File: config.mk
export PLATFORM = sky130hd
export DESIGN_NAME = rvlab_rstmgr
export DESIGN_NICKNAME = d
export VERILOG_FILES = /design/src/rtl/rvlab_rstmgr.sv
export SDC_FILE = /design/constraint.sdc
export NUM_CORES = 1
export LEC_CHECK = 0
export CORE_MARGIN = 2
export CORE_UTILIZATION = 57
export DETAILED_ROUTE_END_ITERATION = 6
export PLACE_DENSITY_LB_ADDON = 0.12
export SLEW_MARGIN = 10
export SYNTH_ARGS = -nofsm -noshare
export SYNTH_HDL_FRONTEND = slang
export SYNTH_SLANG_ARGS = --single-unit
File: constraint.sdc
create_clock -name clk_i -period 2.15 [get_ports clk_i]
set_clock_uncertainty 0.2 [all_clocks]
set_input_delay 0.3225 -clock clk_i [delete_from_list [all_inputs] [get_ports clk_i]]
set_output_delay 0.3225 -clock clk_i [all_outputs]
set_load 0.01 [all_outputs]
File: src/rtl/rvlab_rstmgr.sv
// rvlab_rstmgr: sequenced reset generation for the FPGA top level.
// Runs on the free-running input clock. It synchronizes lock, button and
// ndmreset, debounces the button, sequences the peripheral and core resets,
// and counts lock losses seen while running.
module rvlab_rstmgr #(
  parameter int unsigned SYNC_STAGES       = 2,
  parameter int unsigned DEBOUNCE_CYCLES   = 100000,
  parameter int unsigned STRETCH_CYCLES    = 1024,
  parameter int unsigned CORE_DELAY_CYCLES = 16,
  parameter int unsigned CNT_W             = 8
) (
  input  logic             clk_i,
  input  logic             rst_i,
  input  logic             locked_i,
  input  logic             btn_rst_ni,
  input  logic             ndm_reset_req_i,
  output logic             rst_periph_o,
  output logic             rst_core_o,
  output logic             rst_done_o,
  output logic [CNT_W-1:0] lock_loss_cnt_o
);

  localparam int unsigned DB_W    = (DEBOUNCE_CYCLES > 2) ? $clog2(DEBOUNCE_CYCLES) : 1;
  localparam int unsigned SEQ_MAX = (STRETCH_CYCLES > CORE_DELAY_CYCLES) ?
                                    STRETCH_CYCLES : CORE_DELAY_CYCLES;
  localparam int unsigned SEQ_W   = (SEQ_MAX > 2) ? $clog2(SEQ_MAX) : 1;

  // Output decode {rst_periph, rst_core, rst_done} per state
  localparam logic [2:0] DEC_HOLD = 3'b110;
  localparam logic [2:0] DEC_PREL = 3'b010;
  localparam logic [2:0] DEC_RUN  = 3'b001;

  typedef enum logic [1:0] {
    S_HOLD       = 2'd0,
    S_STRETCH    = 2'd1,
    S_PERIPH_REL = 2'd2,
    S_RUN        = 2'd3
  } state_t;

  logic [SYNC_STAGES-1:0] r_locked_sync;
  logic [SYNC_STAGES-1:0] r_btn_sync;
  logic [SYNC_STAGES-1:0] r_ndm_sync;
  logic                   w_locked_s;
  logic                   w_btn_s;
  logic                   w_ndm_s;

  logic [DB_W-1:0]        r_db_cnt;
  logic                   r_btn_pressed;
  logic                   w_hard_src;

  state_t                 r_state;
  logic [SEQ_W-1:0]       r_seq_cnt;
  logic                   r_ndm_q;
  logic                   r_rst_periph;
  logic                   r_rst_core;
  logic                   r_rst_done;

  logic                   r_locked_q;
  logic [CNT_W-1:0]       r_loss_cnt;

  assign w_locked_s = r_locked_sync[SYNC_STAGES-1];
  assign w_btn_s    = r_btn_sync[SYNC_STAGES-1];
  assign w_ndm_s    = r_ndm_sync[SYNC_STAGES-1];
  assign w_hard_src = ~w_locked_s | r_btn_pressed;

  // Synchronizer chains for the three asynchronous inputs
  always_ff @(posedge clk_i) begin
    if (rst_i) begin
      r_locked_sync <= '0;
      r_btn_sync    <= '1;
      r_ndm_sync    <= '0;
    end else begin
      r_locked_sync <= {r_locked_sync[SYNC_STAGES-2:0], locked_i};
      r_btn_sync    <= {r_btn_sync[SYNC_STAGES-2:0], btn_rst_ni};
      r_ndm_sync    <= {r_ndm_sync[SYNC_STAGES-2:0], ndm_reset_req_i};
    end
  end

  // Button debouncer: state flips only after a full run of stable disagreement
  always_ff @(posedge clk_i) begin
    if (rst_i) begin
      r_db_cnt      <= '0;
      r_btn_pressed <= 1'b0;
    end else if (~w_btn_s != r_btn_pressed) begin
      if (r_db_cnt == DB_W'(DEBOUNCE_CYCLES - 1)) begin
        r_btn_pressed <= ~r_btn_pressed;
        r_db_cnt      <= '0;
      end else begin
        r_db_cnt <= r_db_cnt + DB_W'(1);
      end
    end else begin
      r_db_cnt <= '0;
    end
  end

  // Reset sequencer; outputs are written with the state they decode.
  // Core release credit starts one cycle after the synchronized request is
  // seen low, so a released ndmreset holds the core CORE_DELAY_CYCLES+1 edges.
  always_ff @(posedge clk_i) begin
    if (rst_i) begin
      r_state                                 <= S_HOLD;
      r_seq_cnt                               <= '0;
      r_ndm_q                                 <= 1'b0;
      {r_rst_periph, r_rst_core, r_rst_done}  <= DEC_HOLD;
    end else begin
      r_ndm_q <= w_ndm_s;
      if (w_hard_src) begin
        r_state                                <= S_HOLD;
        r_seq_cnt                              <= '0;
        {r_rst_periph, r_rst_core, r_rst_done} <= DEC_HOLD;
      end else begin
        case (r_state)
          S_HOLD: begin
            r_state                                <= S_STRETCH;
            r_seq_cnt                              <= '0;
            {r_rst_periph, r_rst_core, r_rst_done} <= DEC_HOLD;
          end
          S_STRETCH: begin
            if (r_seq_cnt == SEQ_W'(STRETCH_CYCLES - 1)) begin
              r_state                                <= S_PERIPH_REL;
              r_seq_cnt                              <= '0;
              {r_rst_periph, r_rst_core, r_rst_done} <= DEC_PREL;
            end else begin
              r_seq_cnt <= r_seq_cnt + SEQ_W'(1);
            end
          end
          S_PERIPH_REL: begin
            if (w_ndm_s || r_ndm_q) begin
              r_seq_cnt <= '0;
            end else if (r_seq_cnt == SEQ_W'(CORE_DELAY_CYCLES - 1)) begin
              r_state                                <= S_RUN;
              r_seq_cnt                              <= '0;
              {r_rst_periph, r_rst_core, r_rst_done} <= DEC_RUN;
            end else begin
              r_seq_cnt <= r_seq_cnt + SEQ_W'(1);
            end
          end
          S_RUN: begin
            if (w_ndm_s) begin
              r_state                                <= S_PERIPH_REL;
              r_seq_cnt                              <= '0;
              {r_rst_periph, r_rst_core, r_rst_done} <= DEC_PREL;
            end
          end
          default: begin
            r_state                                <= S_HOLD;
            r_seq_cnt                              <= '0;
            {r_rst_periph, r_rst_core, r_rst_done} <= DEC_HOLD;
          end
        endcase
      end
    end
  end

  // Saturating count of lock falling edges observed while running
  always_ff @(posedge clk_i) begin
    if (rst_i) begin
      r_locked_q <= 1'b0;
      r_loss_cnt <= '0;
    end else begin
      r_locked_q <= w_locked_s;
      if ((r_state == S_RUN) && r_locked_q && !w_locked_s && (r_loss_cnt != '1)) begin
        r_loss_cnt <= r_loss_cnt + CNT_W'(1);
      end
    end
  end

  assign rst_periph_o    = r_rst_periph;
  assign rst_core_o      = r_rst_core;
  assign rst_done_o      = r_rst_done;
  assign lock_loss_cnt_o = r_loss_cnt;

endmodule

Yosys cells after proc, flatten, opt, wreduce, memory -nomap -nowiden

Cells that the tools add are included.

Input port bits: 5
Flip-flop bits (word level): 49

Eq/ne operators: 12
Reduce and logical (&&, ||, !) cells: 10
Add/subtract/negate cells: 3
Multiplexer cells: 21
Bitwise logic cells: 5

Operator list:

| kind                                                 | count |
|---|---|
| 2-to-1 mux 10 bit                                    | 4 |
| case mux 10 bit (4 select lines)                     | 1 |
| adder 17 x 1 -> 17 bit, second input constant        | 1 |
| equality test 17 bit, second input constant          | 1 |
| case mux 1 bit (4 select lines)                      | 3 |
| adder 10 x 1 -> 10 bit, second input constant        | 1 |
| equality test 10 bit, second input constant          | 1 |
| equality test 10 x 4 -> 1 bit, second input constant | 1 |
| adder 8 x 1 -> 8 bit, second input constant          | 1 |
| 2-to-1 mux 1 bit                                     | 8 |
| 2-to-1 mux 2 bit                                     | 4 |
| inequality test 2 bit, second input constant         | 4 |
| inequality test 8 bit, second input constant         | 1 |
| case mux 2 bit (4 select lines)                      | 1 |
| equality test 2 bit, second input constant           | 2 |
| NOT 1 bit                                            | 4 |
| AND reduction 4 bit                                  | 1 |
| logical AND 1 bit                                    | 3 |
| OR reduction 3 bit                                   | 1 |
| equality test 2 x 1 -> 1 bit, second input constant  | 1 |
| logical NOT 2 bit                                    | 1 |
| AND reduction 2 bit                                  | 1 |
| OR reduction 2 bit                                   | 1 |
| logical NOT 1 bit                                    | 1 |
| 3 further kinds                                      | 3 |

Longest topological paths before layout

Depth in word-level cells: 4
Depth in mapped cells: 7
Mapped depth without buffers: 6

Least setup slack after synthesis

Ideal clock, no wire load.

Path kind: reg2reg
Start: reg r_seq_cnt[0]
End: reg r_state[1]
Library setup time: 0.116 ns
Arrival: 1.511 ns
Stages on the path, launching flop included: 7
Setup slack: 0.324 ns
Required time: 1.834 ns
Buffers on the path: 1
Cell sequence: dfxtp_1 > ha_1 > and3_1 > nand4_1 > a221o_1 > buf_6 > a31o_1

Longest elaborated chain between the ends: 3
Elaborated cells between the ends (all ways): 5
Those cells by class: eq/ne: 4; reduce/logical: 1

RTL lines:

| what                                                                         | line     | source |
|---|---|---|
| from (decl)                                                                  | 52       | `logic [SEQ_W-1:0] r_seq_cnt;` |
| from (signal assigned)                                                       | 124      | `r_seq_cnt <= r_seq_cnt + SEQ_W'(1);` |
| from (signal assigned)                                                       | 135      | `r_seq_cnt <= r_seq_cnt + SEQ_W'(1);` |
| equality test 10 x 4 -> 1 bit / equality test 10 bit (equally long branches) | 130, 119 |  |
| inequality test 2 bit (no source line)                                       | --       |  |
| AND reduction 4 bit (no source line) *                                       | --       |  |
| to (signal assigned)                                                         | 131      | `r_state <= S_RUN;` |
| to (signal assigned)                                                         | 140      | `r_state <= S_PERIPH_REL;` |
| to (signal assigned)                                                         | 146      | `r_state <= S_HOLD;` |
| to (decl)                                                                    | 51       | `state_t r_state;` |

Mark *: on every way between the ends. The rest lies on a longest branch, timed or not.
A chain may end at the register's enable or synchronous reset.

Worst setup path in the final report

Same ends and word-level chain as after synthesis.

==> results_dict.tcl <==
set metrics [dict create \
    outcome "finished, final reports clean" \
    post-dp-hpwl_um 2734 \
    gp_congestion 0.8033 \
    min_period_ps 2028 \
    ys_warn_count 0 \
    yosys_most_used_dff "dfxtp_1" \
    p_int_mw 1.162 \
    cts_root_buffer "clkbuf_8" \
    max_stage_delay_ps 450 \
    synth_cells 236 \
    grt_max_degree 17 \
    end_kind "flip-flop" \
    die_h_um 65.71 \
    yosysSeqAreaShare 0.4519 \
    synth.distinct_cells 40 \
    cts_resized 0 \
    synth-edff-count 0 \
    required_ps 2150 \
    p_switching_uw 301.3 \
    io_pins 16 \
    stdcell_count 304 \
    cp_max_fo 9 \
    slew_headroom 0.6588 \
    worst_pin_slew_ps 508.4 \
    r2r_end "r_state[1]" \
    cts.path.max_buffers 2 \
    antenna_left 0 \
    area_delta_synth_final_pct 13.03 \
    tritoncts "done" \
    cp_slowest_cell "a221o_2" \
    yosysTopAreaCell "dfxtp_1" \
    crit_arrival_ps 2030 \
    synth_common_cells "dfxtp_1, nor2_1, nand3_1" \
    drtIter0Drc 62 \
    grt.total_usage 0.1994 \
    fmax_ghz 0.4932 \
    cts_made_buffers 5 \
    hold_end "r_btn_sync[1]" \
    final_nets 267 \
    antenna_cells 0 \
    ctsHoldBuffers 0 \
    htree_levels 2 \
    hold_start "r_btn_sync[0]" \
    routed-wl-met3_um 162 \
    drv_cap 0 \
    grt_setup_unrepaired "false" \
    powerDensity_nw_per_um2 596.5 \
    post-place-cells 296 \
    vdd_drop_max_mv 0.4829 \
    synthArstFlopShare 0 \
    p_leak_nw 0.8445 \
    fp.coreArea_um2 3661 \
    grt_first_pass_wirelength_um 6506 \
    wl_per_cell_um 12.53 \
    swShare 0.2059 \
    rows 22 \
    crit_family "compound AO/OA/AOI/OAI gates" \
    hold_class "flip-flop to flip-flop" \
    synth.most_common_cell "dfxtp_1" \
    comb_power_share 0.024 \
    maxSlewViolCount 0 \
    drive_gt1_frac 0.07031 \
    fin_setup_tns_ps 0 \
    ys_ff_latch 49 \
    avgSynthCellArea_um2 9.198 \
    finalSetupViolCount 0 \
    grt_pass1_vias 1514 \
    first_pass_iters 5 \
    worstSetupPathType "flip-flop to flip-flop" \
    cp_num_buf_inv 0 \
    final_cell_area_um2 2454 \
    netlist_area_um2 2171 \
    drc 0 \
    dr.max_layer_used "met4" \
    clock_power_share 0.349 \
    reg2reg_from "r_seq_cnt[0]" \
    wirelength_um 3810 \
    path_cells "ha_1 > and3_1 > nand4_1 > a221o_2 > a31o_1" \
    clock_latency_ps 300 \
    vias 1663 \
    synth_top_area_frac 0.4519 \
    placed_area_um2 2370 \
    start_util 0.5930 \
    die_w_um 65.71 \
    cts_num_sinks 49 \
    port_buffers 15 \
    grt_overflow 0 \
    dieArea_um2 4318 \
    hold_violations 0 \
    path_clk_slew_ps 80 \
    vias_per_cell 5.470 \
    reg2reg_depth 5 \
    met1Wirelength_um 1890 \
    dr_wl_met2_um 1697 \
    start_kind "flip-flop" \
    post-route-period-util 0.9431 \
    ys_top_cells_by_area "dfxtp_1, nor2_1, xor2_1" \
    syn_nets 248 \
    cts_setup_buffers 0 \
    antenna_found_initial 0 \
    pwr-share-seq 0.627 \
    min_delay_path_depth 1 \
    timing.reg2reg.setup_slack_ps 120 \
]
==> power groups by stage <==
stage | combinational (mW) | sequential, mW | clock, mW
2_1_floorplan | 0.0213 | 0.939 | 0
3_3_place_gp | 0.0345 | 0.940 | 0
3_5_place_dp | 0.0352 | 0.940 | 0
4_1_cts | 0.0353 | 0.918 | 0.528
5_1_grt | 0.0393 | 0.919 | 0.566
6_report | 0.0350 | 0.918 | 0.510
==> worst reg2reg max path, cell delays in order (launching register included) <==
cell and delay (ps):
dfxtp_1 370, ha_1 270, and3_1 270, nand4_1 130
a221o_2 450, a31o_1 250
==> cells in the final DEF (no fill, tap or decap), types with 2 or more instances in the layout <==
cell	n
nor2b_1	8
nor4bb_1	2
a31oi_1	3
and4_1	4
o211ai_1	2
o21ai_0	3
nand3b_1	3
nor2_1	39
clkbuf_1	3
nor4_1	2
clkdlybuf4s50_1	15
a22oi_1	5
nand4_1	7
a21oi_1	3
xor2_1	14
ha_1	7
and3_1	9
clkbuf_8	5
or2_2	3
buf_4	3
inv_1	5
xnor2_1	12
nand2b_1	2
nand2_1	14
nand3_1	16
dfxtp_1	49
a211oi_1	3
==> cell type report <==
cell class / instances / area (um^2)
fillers: 295 / 1207
multi-input cells: 176 / 1141
flip-flops and latches: 49 / 980.9
repair buffers: 18 / 172.7
clock buffers: 8 / 80.08
well taps: 48 / 60.06
inverters: 5 / 18.77
==> sequential cells by signal, summed over array words and instances, names as in the netlist <==
signal	cells
r_db_cnt	17
r_btn_pressed	1
r_ndm_sync	2
lock_loss_cnt_o	8
rst_periph_o	1
r_locked_sync	2
r_locked_q	1
rst_core_o	1
r_seq_cnt	10
r_btn_sync	2
r_state	2
r_ndm_q	1
rst_done_o	1
==> metal layers <==
metal | vias to the layer above | GRT usage
li1 | 861 | -
met1 | 771 | 0.2541
met2 | 27 | 0.3131
met3 | 4 | 0.06678
met4 | 0 | 0.07292
met5 | - | 0
==> cells by family (layout without fill, tap and decap cells) <==
family / Yosys count / count (layout) / share of synthesized area
simple gates: 117 / 117 / 0.2905
flops: 49 / 49 / 0.4519
xor+xnor: 26 / 26 / 0.1049
compound gates: 25 / 25 / 0.08357
buf+inv: 11 / 31 / 0.02421
fa+ha+maj: 7 / 7 / 0.04034
mux: 1 / 1 / 0.004611
==> through the flow <==
step                setup WS, ps  hold slack [ps]  power, mW    util
CTS                        92.82            219.7      1.482  0.6692
detailed placement         98.71            198.2     0.9749  0.6473
floorplan                  323.8            189.5     0.9599       -
global route               25.52            230.6      1.525  0.6702
global placement           150.5            201.1     0.9741  0.6473
finish                     122.4            215.3      1.464  0.6702
==> worst max path at each step <==
stage            startpoint    endpoint  slack (ps)  cells after the start
2_1_floorplan  r_seq_cnt[0]  r_state[1]         320                      6
3_5_place_dp   r_seq_cnt[0]  r_state[1]         100                      5
4_1_cts        r_seq_cnt[0]  r_state[1]          90                      5
6_report       r_seq_cnt[0]  r_state[1]         120                      5
5_1_grt        r_seq_cnt[0]  r_state[1]          30                      5
3_3_place_gp   r_seq_cnt[0]  r_state[1]         150                      5
No activity file was read; power rests on OpenSTA's default activity.
